`src/rtl/alu_decode_stage.sv`:
```
// Decode stage for the logical/immediate MIPS subset, feeding the EX-stage ALU
// through a 2-entry ID/EX buffer with valid/ready handshake, stall and flush.
module alu_decode_stage (
   input  logic        clk,
   input  logic        rst,
   input  logic        flush,
   input  logic        in_valid,
   output logic        in_ready,
   input  logic [31:0] instr,
   output logic        out_valid,
   input  logic        out_ready,
   output logic [7:0]  alucontrol,
   output logic [31:0] imm32,
   output logic [4:0]  rs,
   output logic [4:0]  rt,
   output logic [4:0]  writereg,
   output logic        alusrc,
   output logic        regwrite,
   output logic        illegal
);

   localparam logic [7:0] EXE_NOP_OP  = 8'b00000000;
   localparam logic [7:0] EXE_AND_OP  = 8'b00100100;
   localparam logic [7:0] EXE_OR_OP   = 8'b00100101;
   localparam logic [7:0] EXE_XOR_OP  = 8'b00100110;
   localparam logic [7:0] EXE_NOR_OP  = 8'b00100111;
   localparam logic [7:0] EXE_ANDI_OP = 8'b01011001;
   localparam logic [7:0] EXE_ORI_OP  = 8'b01011010;
   localparam logic [7:0] EXE_XORI_OP = 8'b01011011;
   localparam logic [7:0] EXE_LUI_OP  = 8'b01011100;

   typedef struct packed {
      logic [7:0]  alucontrol;
      logic [31:0] imm32;
      logic [4:0]  rs;
      logic [4:0]  rt;
      logic [4:0]  writereg;
      logic        alusrc;
      logic        regwrite;
      logic        illegal;
   } dec_t;

   dec_t       dec;
   dec_t       head;
   dec_t       mem [2];
   logic [1:0] count;
   logic       wr_ptr;
   logic       rd_ptr;
   logic       push;
   logic       pop;

   always_comb begin
      dec            = '0;
      dec.rs         = instr[25:21];
      dec.rt         = instr[20:16];
      dec.imm32      = {{16{instr[15]}}, instr[15:0]};
      dec.alucontrol = EXE_NOP_OP;
      if (instr != 32'h0000_0000) begin
         dec.illegal = 1'b1;
         unique case (instr[31:26])
            6'b000000: begin
               dec.illegal  = 1'b0;
               dec.regwrite = 1'b1;
               dec.writereg = instr[15:11];
               unique case (instr[5:0])
                  6'b100100: dec.alucontrol = EXE_AND_OP;
                  6'b100101: dec.alucontrol = EXE_OR_OP;
                  6'b100110: dec.alucontrol = EXE_XOR_OP;
                  6'b100111: dec.alucontrol = EXE_NOR_OP;
                  default: begin
                     dec.illegal  = 1'b1;
                     dec.regwrite = 1'b0;
                     dec.writereg = 5'd0;
                  end
               endcase
            end
            6'b001100: dec.alucontrol = EXE_ANDI_OP;
            6'b001101: dec.alucontrol = EXE_ORI_OP;
            6'b001110: dec.alucontrol = EXE_XORI_OP;
            6'b001111: dec.alucontrol = EXE_LUI_OP;
            default:   dec.alucontrol = EXE_NOP_OP;
         endcase
         // I-type ops are recognised by having picked a non-NOP code above
         if (instr[31:26] != 6'b000000 && dec.alucontrol != EXE_NOP_OP) begin
            dec.illegal  = 1'b0;
            dec.alusrc   = 1'b1;
            dec.regwrite = 1'b1;
            dec.writereg = instr[20:16];
         end
      end
   end

   assign in_ready  = (count != 2'd2);
   assign out_valid = (count != 2'd0);
   assign push      = in_valid & in_ready & ~flush;
   assign pop       = out_valid & out_ready;

   always_ff @(posedge clk) begin
      if (rst) begin
         count  <= 2'd0;
         wr_ptr <= 1'b0;
         rd_ptr <= 1'b0;
         mem[0] <= '0;
         mem[1] <= '0;
      end else if (flush) begin
         count  <= 2'd0;
         wr_ptr <= 1'b0;
         rd_ptr <= 1'b0;
      end else begin
         if (push) begin
            mem[wr_ptr] <= dec;
            wr_ptr      <= ~wr_ptr;
         end
         if (pop) rd_ptr <= ~rd_ptr;
         unique case ({push, pop})
            2'b10:   count <= count + 2'd1;
            2'b01:   count <= count - 2'd1;
            default: count <= count;
         endcase
      end
   end

   // Empty buffer presents reset values, never stale entries
   assign head       = out_valid ? mem[rd_ptr] : '0;
   assign alucontrol = head.alucontrol;
   assign imm32      = head.imm32;
   assign rs         = head.rs;
   assign rt         = head.rt;
   assign writereg   = head.writereg;
   assign alusrc     = head.alusrc;
   assign regwrite   = head.regwrite;
   assign illegal    = head.illegal;

endmodule

```
`config.mk`:
```
export PLATFORM = sky130hd
export DESIGN_NAME = alu_decode_stage
export DESIGN_NICKNAME = d
export VERILOG_FILES = /design/src/rtl/alu_decode_stage.sv
export SDC_FILE = /design/constraint.sdc
export NUM_CORES = 1
export LEC_CHECK = 0
export CORE_ASPECT_RATIO = 0.7
export CORE_MARGIN = 5
export CORE_UTILIZATION = 30
export DETAILED_ROUTE_END_ITERATION = 7
export SYNTH_ARGS = -nofsm -noshare
export SYNTH_HDL_FRONTEND = slang
export SYNTH_SLANG_ARGS = --single-unit
```
`constraint.sdc`:
```
create_clock -name clk -period 4.4 [get_ports clk]
set_input_delay 0.88 -clock clk [delete_from_list [all_inputs] [get_ports clk]]
set_output_delay 0.88 -clock clk [all_outputs]
set_load 0.005 [all_outputs]
```
==> metrics <==
status complete, no violations; largest net degree at the start of global routing 40; DP HPWL around 6600 um; area leader, netlist edfxtp_1; syn_nets approximately 370; cell internal pwr ~1.4 mW; global-route wire length before repair approximately 14000 um; GRT busiest layer met2; M1 GR Usage 0.1681; Max transition margin 0.3402; DIE AREA between 15000 and 20000 um2; WP buf/inv 2; vias in the first global route about 2700; layout cell share with drive strength beyond 1 0.1122; most frequent cells in the layout 95 x clkdlybuf4s50_1, 78 x edfxtp_1, 61 x nor2_1, 57 x and2_1, 39 x mux2i_1; worst endpoint required time 4.43 ns; Clock power frac 0.406; chip height approximately 110 um; slowest cell on the critical path nand2b_2; CP Launch Point rst; asr flop ratio synth 0; nets ~440; max_cap viols 0; Leakage ~1.8 nW; Detailed Routing Iterations Pass 1 4; chip width ~150 um; routed vias/inst around 4.4; minimum clock period approximately 3.2 ns; most common library cell in the layout ignoring fill and taps clkdlybuf4s50_1; io pins 97; Worst setup SP type input port; crit path DAT 3.21 ns; CTS Buffer Depth 2; met2 Resource Use GR 0.1759; crit path kind input port to register; Combinational Power Share 0.091; Largest delay share family, worst path simple AND/OR/NAND/NOR gates; Hold WC Path Type register to register; yosys warns 0; met3 Usage GRT 0.03662; CP Cell Sequence clkdlybuf4s50_1, or2_2, or3_1, nand2b_2, buf_4; number of port buffers between 90 and 100; clk sink count a little over 80; Inserted Clock Buffers 9; Site Rows 35; CTS resizes 0; 1st-iter DRT viols a little under 200; Antenna Nets Post-Route 0; grt ovf 0; later-pin clock latency in the skew report ~0.33 ns; Final Max Slew Viols 0; final hold violation count 0; Fin Clk Skew about 0.0043 ns; EDFF count, synth 78; Area Growth Syn to Fin 32.63%; setup TNS 0 ns; crit-path max cell delay 0.65 ns; core area approximately 13000 um2; Initial Utilization 0.3070; worst vdd ir between 0.0002 and 0.00025 V; Switching Share 0.2161; Seq/Total Area, Yosys 0.6015; Hold Startpoint rd_ptr$_SDFFE_PP0P_; Synth Register Bits 83; count of cell types in the netlist 37; CTS tree yes; Final GP Congestion between 0.7 and 0.8; Crit. End Element register; gr usage total 0.1177; wire per inst 15.61 um; final setup violation count 0; Mapped Cells approximately 330; Fill cells roughly 1300; worst slew pin tran around 1 ns; dominant synthesized flop cell edfxtp_1; Avg Inst Size Synth between 10 and 15 um2; # hold bufs at CTS 0; Finished Core Util 0.4072; top post-synthesis cells by area edfxtp_1 58%, mux2i_1 9.6%, and2_1 8.8%; Switch Pwr approximately 0.4 mW; Synth top area share 0.5769; R2R Path Start count[0]$_SDFFE_PP0P_; CTS root buffer clkbuf_16; RSZ-0062 raised after global routing no; residual DRC count 0; register area between 2000 and 2500 um2; Clk pin slew, worst setup/hold paths around 0.06 ns; multi-input logic area 1405 um2; overall routed net length 9288 um; synthesized area just over 4000 um2; Sequential Power Share 0.504; number of H-tree levels 3; Vias ~2600; post-CTS setup buffer count 0; power density cells approximately 340 nW/um2; Ant. Diodes 0; Worst Path Max Fanout 30; period utilisation layout 0.7228; initial antenna violation count 0; Fmax 314.4 MHz
## sequential cells by signal, summed over array words and instances (netlist names), named ones only
signal and cells:
rd_ptr 1, mem 78, wr_ptr 1, count 2
## logic make-up after synthesis
group | share of synthesized area
fa+ha+maj | 0.003081
simple gates | 0.2028
buf+inv | 0.05763
compound gates | 0.02712
mux | 0.09615
xor+xnor | 0.01079
flops | 0.6015
other cells | 0.0009236
## Yosys cell counts (2+ instances only)
cell type,instances
xnor2_1,3
nor3_2,2
xor2_1,2
nor2_2,6
or4_1,2
nor4_1,5
nand2b_1,2
mux2i_1,39
nor3_4,2
dfxtp_1,5
edfxtp_1,78
clkbuf_1,5
buf_4,19
nor2_1,62
or4_4,2
nand2_1,3
or3_1,3
a22oi_2,5
and2_1,57
buf_2,10
## final timing paths
kind | slack (ns) | end | cells past startpoint
min reg2reg | 0.53 | rd_ptr$_SDFFE_PP0P_ | 2
max reg2reg | 1.75 | mem[1][6]$_SDFFCE_PN0P_ | 5
min | 0.53 | rd_ptr$_SDFFE_PP0P_ | 2
max | 1.22 | mem[1][6]$_SDFFCE_PN0P_ | 5
## worst min-delay path, stage by stage, from the launching register on
cell and delay [ns]:
dfxtp_1 0.32, xnor2_1 0.08, nor2_1 0.09
## metrics by stage
step / std cells / worst slack, ns / instance area [um2] / hold WS [ns] / power (mW)
after floorplan: 329 / 0.8605 / 4060 / 0.4718 / 1.010
after global placement: 579 / 0.9175 / 5084 / 0.5257 / 1.102
after detailed placement: 579 / 0.8381 / 5084 / 0.5160 / 1.105
after CTS: 595 / 1.199 / 5385 / 0.5300 / 1.843
after global routing: 595 / 1.049 / 5385 / 0.5884 / 1.895
final: 595 / 1.220 / 5385 / 0.5280 / 1.824
## layout make-up
class                           instances  area share
Clock buffer                            9     0.04182
Timing Repair Buffer                  101      0.1849
Multi-Input combinational cell        208      0.2609
Clock inverter                          7     0.01417
Tap cell                              185     0.04298
Inverter                                2    0.001394
Sequential cell                        83      0.4538
## layer usage
layer	wire length (um)	part of all wire
met2	3957	0.43
met1	4564	0.49
met4	62	0.0067
met5	0	0
met3	703	0.076
## power groups by stage
| stage | sequential [mW] | clock [mW] | combinational, mW |
|---|---|---|---|
| after floorplan | 0.933 | 0 | 0.0769 |
| final | 0.919 | 0.740 | 0.165 |
| after global placement | 0.935 | 0 | 0.167 |
| after global routing | 0.922 | 0.791 | 0.182 |
| after CTS | 0.919 | 0.754 | 0.169 |
| after detailed placement | 0.936 | 0 | 0.169 |
Note: power is estimated with default switching activity, not from simulation.
